$ cat src/rtl/bitwise_logic_pkg.sv
// Shared definitions for the bitwise logic pipeline.
// Contents:
//   OP_NOT..OP_PASS : 3-bit operation codes
//   state_t         : output-buffer occupancy state (EMPTY / ONE / FULL)
package bitwise_logic_pkg;

    localparam logic [2:0] OP_NOT  = 3'b000;
    localparam logic [2:0] OP_AND  = 3'b001;
    localparam logic [2:0] OP_OR   = 3'b010;
    localparam logic [2:0] OP_XOR  = 3'b011;
    localparam logic [2:0] OP_NAND = 3'b100;
    localparam logic [2:0] OP_NOR  = 3'b101;
    localparam logic [2:0] OP_XNOR = 3'b110;
    localparam logic [2:0] OP_PASS = 3'b111;

    typedef enum logic [1:0] {
        ST_EMPTY = 2'b00,
        ST_ONE   = 2'b01,
        ST_FULL  = 2'b10
    } state_t;

endpackage

$ cat src/rtl/bitwise_logic_op.sv
// Combinational bitwise operation unit; the only place op codes are decoded.
// Ports:
//   a, b : WIDTH-bit operands (b ignored for NOT and PASS)
//   op   : 3-bit operation select
//   y    : WIDTH-bit result, same width as operands
module bitwise_logic_op #(
    parameter int WIDTH = 4
) (
    input  logic [WIDTH-1:0] a,
    input  logic [WIDTH-1:0] b,
    input  logic [2:0]       op,
    output logic [WIDTH-1:0] y
);
    import bitwise_logic_pkg::*;

    // Operation decode.
    always_comb begin
        y = {WIDTH{1'b0}};
        case (op)
            OP_NOT:  y = ~a;
            OP_AND:  y = a & b;
            OP_OR:   y = a | b;
            OP_XOR:  y = a ^ b;
            OP_NAND: y = ~(a & b);
            OP_NOR:  y = ~(a | b);
            OP_XNOR: y = ~(a ^ b);
            OP_PASS: y = a;
            default: y = {WIDTH{1'b0}};
        endcase
    end

endmodule

$ cat src/rtl/bitwise_logic_pipe.sv
// Registered bitwise logic pipeline with valid/ready handshakes on both sides
// and a two-entry output buffer (output register + skid register), so that a
// full result per cycle is sustained and in_ready never depends
// combinationally on out_ready.
// Ports:
//   clk, rst           : clock, synchronous active-high reset
//   in_valid/in_ready  : upstream handshake for in_a, in_b, in_op
//   out_valid/out_ready: downstream handshake for out_y, out_op
//   op_count           : completed output handshakes since reset, wrapping
module bitwise_logic_pipe #(
    parameter int WIDTH = 4,
    parameter int CNT_W = 16
) (
    input  logic             clk,
    input  logic             rst,
    input  logic             in_valid,
    output logic             in_ready,
    input  logic [WIDTH-1:0] in_a,
    input  logic [WIDTH-1:0] in_b,
    input  logic [2:0]       in_op,
    output logic             out_valid,
    input  logic             out_ready,
    output logic [WIDTH-1:0] out_y,
    output logic [2:0]       out_op,
    output logic [CNT_W-1:0] op_count
);
    import bitwise_logic_pkg::*;

    state_t           state_r;
    state_t           state_next_s;
    logic             out_valid_r;
    logic             in_ready_r;
    logic [WIDTH-1:0] oreg_y_r;
    logic [2:0]       oreg_op_r;
    logic [WIDTH-1:0] sreg_y_r;
    logic [2:0]       sreg_op_r;
    logic [CNT_W-1:0] count_r;
    logic [WIDTH-1:0] op_y_s;
    logic             accept_s;
    logic             emit_s;
    logic             load_oreg_in_s;
    logic             load_oreg_skid_s;
    logic             load_sreg_s;

    bitwise_logic_op #(.WIDTH(WIDTH)) u_op (
        .a  (in_a),
        .b  (in_b),
        .op (in_op),
        .y  (op_y_s)
    );

    assign accept_s  = in_valid & in_ready_r;
    assign emit_s    = out_valid_r & out_ready;
    assign in_ready  = in_ready_r;
    assign out_valid = out_valid_r;
    assign out_y     = oreg_y_r;
    assign out_op    = oreg_op_r;
    assign op_count  = count_r;

    // Next-state and register-load decisions for the output buffer.
    always_comb begin
        state_next_s     = state_r;
        load_oreg_in_s   = 1'b0;
        load_oreg_skid_s = 1'b0;
        load_sreg_s      = 1'b0;
        case (state_r)
            ST_EMPTY: begin
                if (accept_s) begin
                    load_oreg_in_s = 1'b1;
                    state_next_s   = ST_ONE;
                end else begin
                    state_next_s   = ST_EMPTY;
                end
            end
            ST_ONE: begin
                if (accept_s && emit_s) begin
                    load_oreg_in_s = 1'b1;
                    state_next_s   = ST_ONE;
                end else if (accept_s) begin
                    // Downstream stalled: park the new result behind OREG.
                    load_sreg_s    = 1'b1;
                    state_next_s   = ST_FULL;
                end else if (emit_s) begin
                    state_next_s   = ST_EMPTY;
                end else begin
                    state_next_s   = ST_ONE;
                end
            end
            ST_FULL: begin
                if (emit_s) begin
                    load_oreg_skid_s = 1'b1;
                    state_next_s     = ST_ONE;
                end else begin
                    state_next_s     = ST_FULL;
                end
            end
            default: begin
                state_next_s = ST_EMPTY;
            end
        endcase
    end

    // State register; handshake outputs are registered from the next state.
    always_ff @(posedge clk) begin
        if (rst) begin
            state_r     <= ST_EMPTY;
            out_valid_r <= 1'b0;
            in_ready_r  <= 1'b0;
        end else begin
            state_r     <= state_next_s;
            out_valid_r <= (state_next_s != ST_EMPTY);
            in_ready_r  <= (state_next_s != ST_FULL);
        end
    end

    // Output register: fed from the op unit or from the skid register.
    always_ff @(posedge clk) begin
        if (rst) begin
            oreg_y_r  <= {WIDTH{1'b0}};
            oreg_op_r <= 3'b000;
        end else if (load_oreg_in_s) begin
            oreg_y_r  <= op_y_s;
            oreg_op_r <= in_op;
        end else if (load_oreg_skid_s) begin
            oreg_y_r  <= sreg_y_r;
            oreg_op_r <= sreg_op_r;
        end
    end

    // Skid register: holds the second result while downstream is stalled.
    always_ff @(posedge clk) begin
        if (rst) begin
            sreg_y_r  <= {WIDTH{1'b0}};
            sreg_op_r <= 3'b000;
        end else if (load_sreg_s) begin
            sreg_y_r  <= op_y_s;
            sreg_op_r <= in_op;
        end
    end

    // Completed-operation counter; wraps naturally at 2^CNT_W.
    always_ff @(posedge clk) begin
        if (rst) begin
            count_r <= {CNT_W{1'b0}};
        end else if (emit_s) begin
            count_r <= count_r + {{(CNT_W-1){1'b0}}, 1'b1};
        end
    end

endmodule

$ cat config.mk
export PLATFORM = sky130hd
export DESIGN_NAME = bitwise_logic_pipe
export DESIGN_NICKNAME = d
export VERILOG_FILES = /design/src/rtl/bitwise_logic_pkg.sv /design/src/rtl/bitwise_logic_op.sv /design/src/rtl/bitwise_logic_pipe.sv
export SDC_FILE = /design/constraint.sdc
export NUM_CORES = 1
export LEC_CHECK = 0
export CAP_MARGIN = 0
export CORE_ASPECT_RATIO = 1.75
export CORE_MARGIN = 2
export CORE_UTILIZATION = 51
export DETAILED_ROUTE_END_ITERATION = 10
export PLACE_DENSITY_LB_ADDON = 0.25
export SLEW_MARGIN = 0
export SYNTH_ARGS = -nofsm -noshare
export SYNTH_HDL_FRONTEND = slang
export SYNTH_SLANG_ARGS = --single-unit
$ cat constraint.sdc
create_clock -name clk -period 2.35 [get_ports clk]
set_input_delay 0.47 -clock clk [delete_from_list [all_inputs] [get_ports clk]]
set_output_delay 0.47 -clock clk [all_outputs]
set_load 0.02 [all_outputs]
==> run_results.csv, run 1 <==
group,metric,value,unit
outcome,status,"completed",
logic_synthesis,netlist_instances,225,
sta,rsz0062_at_grt,"no",
routing,vias,1787,
logic_synthesis,synth_largest_area_cell,"dfxtp_1",
sta,max_freq,0.479,GHz
grt,grt_max_degree,16,
setup_path,cp.required,2.51,ns
logic_synthesis,synth_area,1950,sq um
clock_tree,cts.repair.resized,0,
clock_tree,clkLatencyLatePin,0.28,ns
logic_synthesis,synth_commonest_cells,"dfxtp_1 (34), nor2_1 (21), nand2_1 (15)",
power,pwr-share-comb,18.6,%
routing,drc,0,
job,cap_violations,0,
sta,final_max_slew_viol_count,0,
placement,dp_cells,316,
setup_path,crit_type,"input pin to register",
clock_tree,numCtsBuffers,5,
logic_synthesis,async_reset_ff_share,0,%
power,peakVddDrop,0.000298,V
routing,wire_per_inst,12.9,um
power,p_clk_share,31.8,%
floorplan,initial_core_util,53.8,%
setup_path,arrival,2.25,ns
cells_and_area,fin_nets,303,
cells_and_area,utilization,70.0,%
logic_synthesis,ys_warn_count,0,
cells_and_area,syn_to_final_growth,30.2,%
setup_path,start_kind,"input pin",
power,power_density,483,nW/um^2
cells_and_area,drive_gt1_share,12.6,%
clock_tree,cts_buffer_depth,2,
routing,ant_nets,0,
logic_synthesis,syn_nets,251,
power,p_sw,312,uW
floorplan,die_x,50.8,um
floorplan,core_area,3630,sq um
grt,grt-ovfl-total,0,
power,swShare,25.4,%
logic_synthesis,synth_most_common_cell,"dfxtp_1",
power,pwr-share-seq,49.6,%
power,leakage,1.01,nW
floorplan,dieHeight,85.8,um
cells_and_area,antennaDiodeCount,0,
placement,pre_cts_slack,-0.0335,ns
logic_synthesis,syn_area_per_cell,8.67,sq um
placement,place_hpwl,3310,um
sta,fin_skew,0.00672,ns
routing,viasPerCell,5.53,
cells_and_area,final_cells,323,
routing,drt-total-wl,4160,um
setup_path,cp_max_fo,2,
clock_tree,postCtsSetupBuffers,0,
placement,portBuffers,39,
clock_tree,clkTransAtPathRegs,0.06,ns
sta,setup_violations,0,
routing,first_pass_iters,4,
floorplan,die_area,4360,sq um
grt,grt_pass1_vias,1738,
logic_synthesis,synth-edff-count,0,
placement,place_area,2460,sq um
grt,track_usage,20.9,%
logic_synthesis,synth_seq_cells,34,
logic_synthesis,ys_types,43,
sta,fin_ws,0.261,ns
clock_tree,cts_tree,"built",
grt,grt_pass1_wl,7110,um
logic_synthesis,ys_seq_area_share,34.9,%
sta,fin_crit_sh,88.9,%
logic_synthesis,synth.area.top_cells,"dfxtp_1 (35%), ha_1 (7.1%), mux2i_1 (5.6%), nor2_1 (4.0%), a21oi_1 (3.6%)",
grt,antenna_found_initial,0,
clock_tree,cts_num_sinks,34,
power,p_int,915,uW
clock_tree,cts_hold_buf,0,
cells_and_area,final_cell_area,2540,sq um
clock_tree,htree_levels,2,
placement,gp_congestion,0.757,
worst_hold_path,hp-class,"register to register",
logic_synthesis,synthFlopType,"dfxtp_1",
sta,tns,0,ns
sta,layout_min_cycle_time,2.09,ns
sta,finalHoldViolations,0,
routing,drt-initial-drc-count,29,
logic_synthesis,synth_top_area_share,34.9,%
clock_tree,root_buffer,"clkbuf_8",
floorplan,io_pins,40,
sta,relSlewSlack,75.3,%
sta,worst_pin_slew,0.370,ns
setup_path,crit_path_end_kind,"register",
floorplan,rows,29,
## per-layer routing
metal,wire [um],GRT usage [%],vias up,share of wire [%]
met5,0,0,-,0
met1,1620,19.8,842,39
met2,2350,42.0,34,57
li1,-,-,905,-
met3,94,2.61,6,2.3
met4,88,10.1,0,2.1
## path summary, 6_finish.rpt
check | slack (ns) | endpoint | cells after the start | from
worst max-delay path | 0.26 | sreg_y_r[0] | 7 | in_a[0]
worst max register to register | 0.52 | op_count[14] | 5 | op_count[0]
worst min register to register | 0.45 | sreg_op_r[0] | 2 | sreg_op_r[0]
worst min-delay path | 0.45 | sreg_op_r[0] | 2 | sreg_op_r[0]
## critical path: stages
cell and delay, ns:
clkdlybuf4s50_1 0.47, inv_1 0.05, ha_1 0.30, mux2_2 0.28, or3b_2 0.46, o31ai_1 0.10
o41ai_1 0.11
## stage by stage
step / power, mW / hold slack, ns
after CTS: 1.24 / 0.456
final: 1.23 / 0.453
after detailed placement: 0.851 / 0.447
after floorplan: 0.755 / 0.433
after global routing: 1.28 / 0.481
after global placement: 0.844 / 0.442
## power by group through the flow
| stage | registers [mW] | clock network (mW) | logic (mW) |
|---|---|---|---|
| 2_1_floorplan | 0.634 | 0 | 0.121 |
| 3_3_place_gp | 0.621 | 0 | 0.223 |
| 3_5_place_dp | 0.621 | 0 | 0.229 |
| 4_1_cts | 0.608 | 0.398 | 0.231 |
| 5_1_grt | 0.611 | 0.420 | 0.251 |
| 6_report | 0.608 | 0.390 | 0.228 |
## state kept, by name, summed over array words and instances (netlist names)
register and cells:
in_ready 1, op_count 16, out_op 3, out_valid 1
out_y 4, sreg_op_r 3, sreg_y_r 4, state_r 2
## cell type report
cell class,count,area (sq um)
fill,312,1090
multi-input combinational,164,1140
sequential,34,681
timing repair buffer,58,533
inverter,14,52.6
tap,46,57.6
clock buffer,7,76.3
## kinds of logic (layout without fill, tap and decap cells)
family	Yosys count	count (layout)	share of synthesized area, %
DFF	34	34	34.9
AOI/OAI and AO/OA	47	47	16.2
muxes	18	18	10.3
buffers and inverters	27	79	6.67
xor gates and xnor gates	10	10	4.49
adders and majority gates	11	11	7.06
and+or+nand+nor	78	78	20.5
## cell usage in the layout, fill, tap and decap left out, drive strengths merged, types with 8 or more instances in the layout
cell,netlist,routed
a211oi,8,8
mux2i,11,11
inv,13,13
a21oi,14,14
clkdlybuf4s50,0,39
nand2,15,15
ha,11,11
buf,6,19
dfxtp,34,34
nand3,8,8
nor2,21,21
No activity file was read; power rests on OpenSTA's default activity.
==> inputs of run 2 (changes only) <==
RECOVER_POWER = 25   (was default)
clock period = 2.2 ns   (was 2.35 ns; I/O delays follow)
==> run_results.csv, run 2 (synthesis results as in run 1) <==
group,metric,value,unit
clock_tree,cts.repair.resized,0,
clock_tree,cts_buffer_depth,2,
cells_and_area,antennaDiodeCount,0,
grt,grt_pass1_wl,7450,um
routing,drc,0,
job,cap_violations,0,
sta,layout_min_cycle_time,2.05,ns
clock_tree,cts_hold_buf,0,
clock_tree,numCtsBuffers,5,
floorplan,dieHeight,85.8,um
clock_tree,root_buffer,"clkbuf_8",
sta,setup_violations,0,
outcome,status,"completed",
power,total_power,1.37,mW
routing,viasPerCell,5.54,
routing,drt-total-wl,4270,um
cells_and_area,final_cell_mix,"dfxtp_1 (34), clkdlybuf4s50_1 (33), nor2_1 (21)",
sta,relSlewSlack,73.5,%
sta,final_max_slew_viol_count,0,
routing,drt-initial-drc-count,32,
power,leakage,1.03,nW
sta,finalHoldViolations,0,
grt,track_usage,22.1,%
sta,max_freq,0.488,GHz
grt,grt_pass1_vias,1747,
cells_and_area,fin_nets,304,
floorplan,die_x,50.8,um
setup_path,crit_type,"input pin to register",
sta,fin_crit_sh,93.1,%
routing,ant_nets,0,
cells_and_area,syn_to_final_growth,31.9,%
placement,portBuffers,39,
clock_tree,cts_num_sinks,34,
power,peakVddDrop,0.000379,V
routing,wire_per_inst,13.1,um
clock_tree,postCtsSetupBuffers,0,
power,power_density,531,nW/um^2
routing,first_pass_iters,4,
sta,worst_pin_slew,0.397,ns
setup_path,cp_max_fo,2,
grt,grt-ovfl-total,0,
cells_and_area,nFillCells,297,
setup_path,crit_path_end_kind,"register",
clock_tree,clkTransAtPathRegs,0.07,ns
clock_tree,htree_levels,2,
routing,vias,1801,
setup_path,arrival,2.21,ns
worst_hold_path,hp-class,"register to register",
cells_and_area,utilization,70.9,%
floorplan,rows,29,
placement,place_hpwl,3290,um
floorplan,initial_core_util,53.8,%
grt,grt_max_degree,24,
sta,fin_skew,0.00754,ns
placement,gp_congestion,0.756,
cells_and_area,largest_register_ffs,16,
sta,rsz0062_at_grt,"no",
cells_and_area,final_common_cell,"dfxtp_1",
clock_tree,clkLatencyLatePin,0.29,ns
setup_path,start_kind,"input pin",
setup_path,cp.required,2.37,ns
cells_and_area,drive_gt1_share,12.2,%
sta,tns,0,ns
floorplan,die_area,4360,sq um
clock_tree,cts_tree,"built",
floorplan,io_pins,40,
floorplan,core_area,3630,sq um
grt,antenna_found_initial,0,
-- run 2: changes by cell type in the layout (fill, tap and decap cells not counted) --
cell / previous run / this run
buf_12: 0 / 2
dlygate4sd3_1: 0 / 6
buf_4: 19 / 14
clkinv_2: 0 / 1
clkbuf_8: 5 / 6
and2_0: 0 / 1
clkdlybuf4s50_1: 39 / 33
clkbuf_1: 2 / 5
and2_1: 4 / 3
-- run 2: worst paths after layout --
| kind | start | to | slack, ns | cells after the start |
|---|---|---|---|---|
| max | in_a[0] | out_y[0] | 0.15 | 7 |
| min | sreg_op_r[2] | sreg_op_r[2] | 0.46 | 2 |
| max reg2reg | op_count[0] | op_count[14] | 0.40 | 5 |
| min reg2reg | sreg_op_r[2] | sreg_op_r[2] | 0.46 | 2 |
-- run 2: per-layer routing --
metal | GRT usage (%) | part of all wire, %
met5 | 0 | 0
met4 | 8.85 | 1.9
met3 | 3.14 | 3.1
met2 | 44.1 | 58
met1 | 21.7 | 37
-- run 2: power breakdown --
group | total, mW | switching, mW | internal [mW]
Clock | 0.474 | 0.222 | 0.252
Sequential | 0.649 | 0.0139 | 0.635
Combinational | 0.244 | 0.121 | 0.123
Total | 1.37 | 0.357 | 1.01
-- run 2: metrics by stage --
stage	setup WS, ns	instance area (sq um)	std cells	hold slack, ns
6_report	0.153	2570	325	0.462
4_1_cts	0.150	2590	325	0.466
5_1_grt	0.0229	2570	325	0.490
3_3_place_gp	-0.107	2500	317	0.443
2_1_floorplan	0.325	1950	225	0.433
3_5_place_dp	-0.151	2500	317	0.457
-- run 2: worst max-delay path: stages --
cell,delay (ns)
clkdlybuf4s50_1,0.48
inv_1,0.05
ha_1,0.30
mux2_2,0.28
or3b_2,0.46
o31ai_1,0.10
o41ai_1,0.11
-- run 2: area by class of cell --
class | instances | area (sq um) | area share (%)
multi-input cells | 164 | 1140 | 44.3
repair buffers | 59 | 551 | 21.4
inverters | 14 | 52.6 | 2.04
well taps | 46 | 57.6 | 2.24
clock inverters | 1 | 5.00 | 0.195
flip-flops and latches | 34 | 681 | 26.5
clock buffers | 7 | 86.3 | 3.36
==> inputs of run 3 (changes only) <==
GPL_TIMING_DRIVEN = 0   (was default)
==> run_results.csv, run 3 (synthesis results as in run 1) <==
group,metric,value,unit
sta,worst_pin_slew,0.674,ns
setup_path,ff2ff_path_depth,5,
clock_tree,cts_num_sinks,34,
setup_path,path_cells,"clkdlybuf4s50_1, and2_1, buf_4, clkinv_2, ha_1, and2_1, clkbuf_1, nor2_1, a211oi_1",
sta,tns,0,ns
placement,place_hpwl,3240,um
sta,final_max_slew_viol_count,0,
floorplan,io_pins,40,
sta,fin_crit_sh,94.7,%
setup_path,arrival,2.28,ns
setup_path,worstReg2RegEnd,"op_count[14]",
placement,pre_cts_slack,-0.328,ns
clock_tree,root_buffer,"clkbuf_8",
setup_path,start_kind,"input pin",
floorplan,die_x,50.8,um
cells_and_area,nFillCells,303,
outcome,status,"completed",
placement,gp_congestion,0.775,
cells_and_area,fin_nets,296,
floorplan,core_area,3630,sq um
cells_and_area,antennaDiodeCount,0,
power,peakVddDrop,0.000384,V
clock_tree,clkLatencyLatePin,0.28,ns
worst_hold_path,hp-class,"register to register",
routing,viasPerCell,5.65,
cells_and_area,final_cell_mix,"dfxtp_1 (34), clkdlybuf4s50_1 (28), nor2_1 (21)",
cells_and_area,largest_register_ffs,16,
setup_path,crit_slowest_cell,"clkdlybuf4s50_1",
setup_path,crit_type,"input pin to register",
grt,grt_pass1_vias,1640,
setup_path,crit_start,"out_ready",
clock_tree,cts_tree,"built",
grt,grt-ovfl-total,0,
clock_tree,cts_buffer_depth,2,
floorplan,dieHeight,85.8,um
clock_tree,numCtsBuffers,5,
sta,fin_ws,0.118,ns
sta,relSlewSlack,54.7,%
routing,vias,1792,
setup_path,r2r-start,"op_count[0]",
sta,fin_skew,0.00500,ns
placement,place_area,2390,sq um
clock_tree,postCtsSetupBuffers,0,
job,cap_violations,0,
placement,portBuffers,38,
setup_path,cp.required,2.40,ns
setup_path,crit_path_frequent_cell,"and2_1",
setup_path,slowest_delay,0.48,ns
routing,wire_per_inst,13.4,um
setup_path,endpoint,"sreg_y_r[1]",
routing,first_pass_iters,4,
setup_path,cp_max_fo,9,
clock_tree,htree_levels,2,
sta,finalHoldWorstSlack,0.462,ns
floorplan,initial_core_util,53.8,%
cells_and_area,utilization,68.8,%
sta,layout_min_cycle_time,2.08,ns
floorplan,rows,29,
routing,drt-total-wl,4260,um
grt,track_usage,21.5,%
power,leakage,1.00,nW
sta,rsz0062_at_grt,"yes",
clock_tree,clkTransAtPathRegs,0.07,ns
grt,grt_pass1_wl,7150,um
routing,ant_nets,0,
cells_and_area,final_common_cell,"dfxtp_1",
cells_and_area,final_cell_area,2500,sq um
sta,max_freq,0.480,GHz
cells_and_area,drive_gt1_share,10.3,%
routing,drt-initial-drc-count,49,
sta,finalHoldViolations,0,
setup_path,crit_path_end_kind,"register",
grt,antenna_found_initial,0,
power,power_density,542,nW/um^2
cells_and_area,syn_to_final_growth,28.0,%
sta,setup_violations,0,
routing,drc,0,
floorplan,die_area,4360,sq um
grt,grt_max_degree,11,
setup_path,reg2reg_slack,0.29,ns
-- run 3: changes by cell type in the layout (fill, tap and decap cells not counted), moves of 2 or more --
cell / before / now
a22oi_1: 3 / 1
a22oi_2: 0 / 2
buf_12: 2 / 0
buf_2: 0 / 4
buf_4: 14 / 1
clkbuf_8: 6 / 8
clkdlybuf4s50_1: 33 / 28
dlygate4sd3_1: 6 / 8
dlymetal6s2s_1: 0 / 2
-- run 3: area by class of cell --
class                           instances  area, sq um  area share (%)
Clock buffer                            7         86.3            3.46
Buffer                                 13         77.6            3.11
Timing Repair Buffer                   38          385            15.4
Sequential cell                        34          681            27.3
Tap cell                               46         57.6            2.31
Clock inverter                          1         5.00           0.201
Multi-Input combinational cell        164         1150            46.1
Inverter                               14         53.8            2.16
-- run 3: routing by layer --
metal  GRT usage [%]  wire [um]  vias to the layer above
li1                -          -                      892
met1            19.8       1540                      832
met2            42.7       2440                       56
met3            2.96        154                       12
met4            11.8        128                        0
met5               0          0                        -
-- run 3: power breakdown --
| part | internal (mW) | switching [mW] | total [mW] |
|---|---|---|---|
| logic | 0.111 | 0.123 | 0.234 |
| clock network | 0.252 | 0.220 | 0.472 |
| registers | 0.635 | 0.0127 | 0.648 |
-- run 3: repair_timing --
item | in CTS | in global routing
pin swaps | 0 | 0
gates resized for setup | 2 | 3
hold buffers | 0 | 0
setup endpoints to repair | 6 | 4
-- run 3: worst min path at each step --
stage,depth (start not counted),startpoint,to
final,2,sreg_op_r[0],sreg_op_r[0]
after global routing,2,sreg_op_r[2],sreg_op_r[2]
after CTS,2,sreg_op_r[0],sreg_op_r[0]
after detailed placement,2,sreg_op_r[0],sreg_op_r[0]
after global placement,2,sreg_op_r[2],sreg_op_r[2]
after floorplan,2,sreg_op_r[0],sreg_op_r[0]
-- run 3: stage by stage --
stage	total power [mW]	std cells
2_1_floorplan	0.807	225
3_3_place_gp	0.891	309
3_5_place_dp	0.897	309
4_1_cts	1.36	317
5_1_grt	1.42	317
6_report	1.35	317
-- run 3: critical path, delay by kind of cell --
family                   cells  cell delay, ns
buffers and inverters        4            1.06
AND/OR/NAND/NOR              3            0.38
AO/OA/AOI/OAI                1            0.21
adder cells (fa/ha/maj)      1            0.20
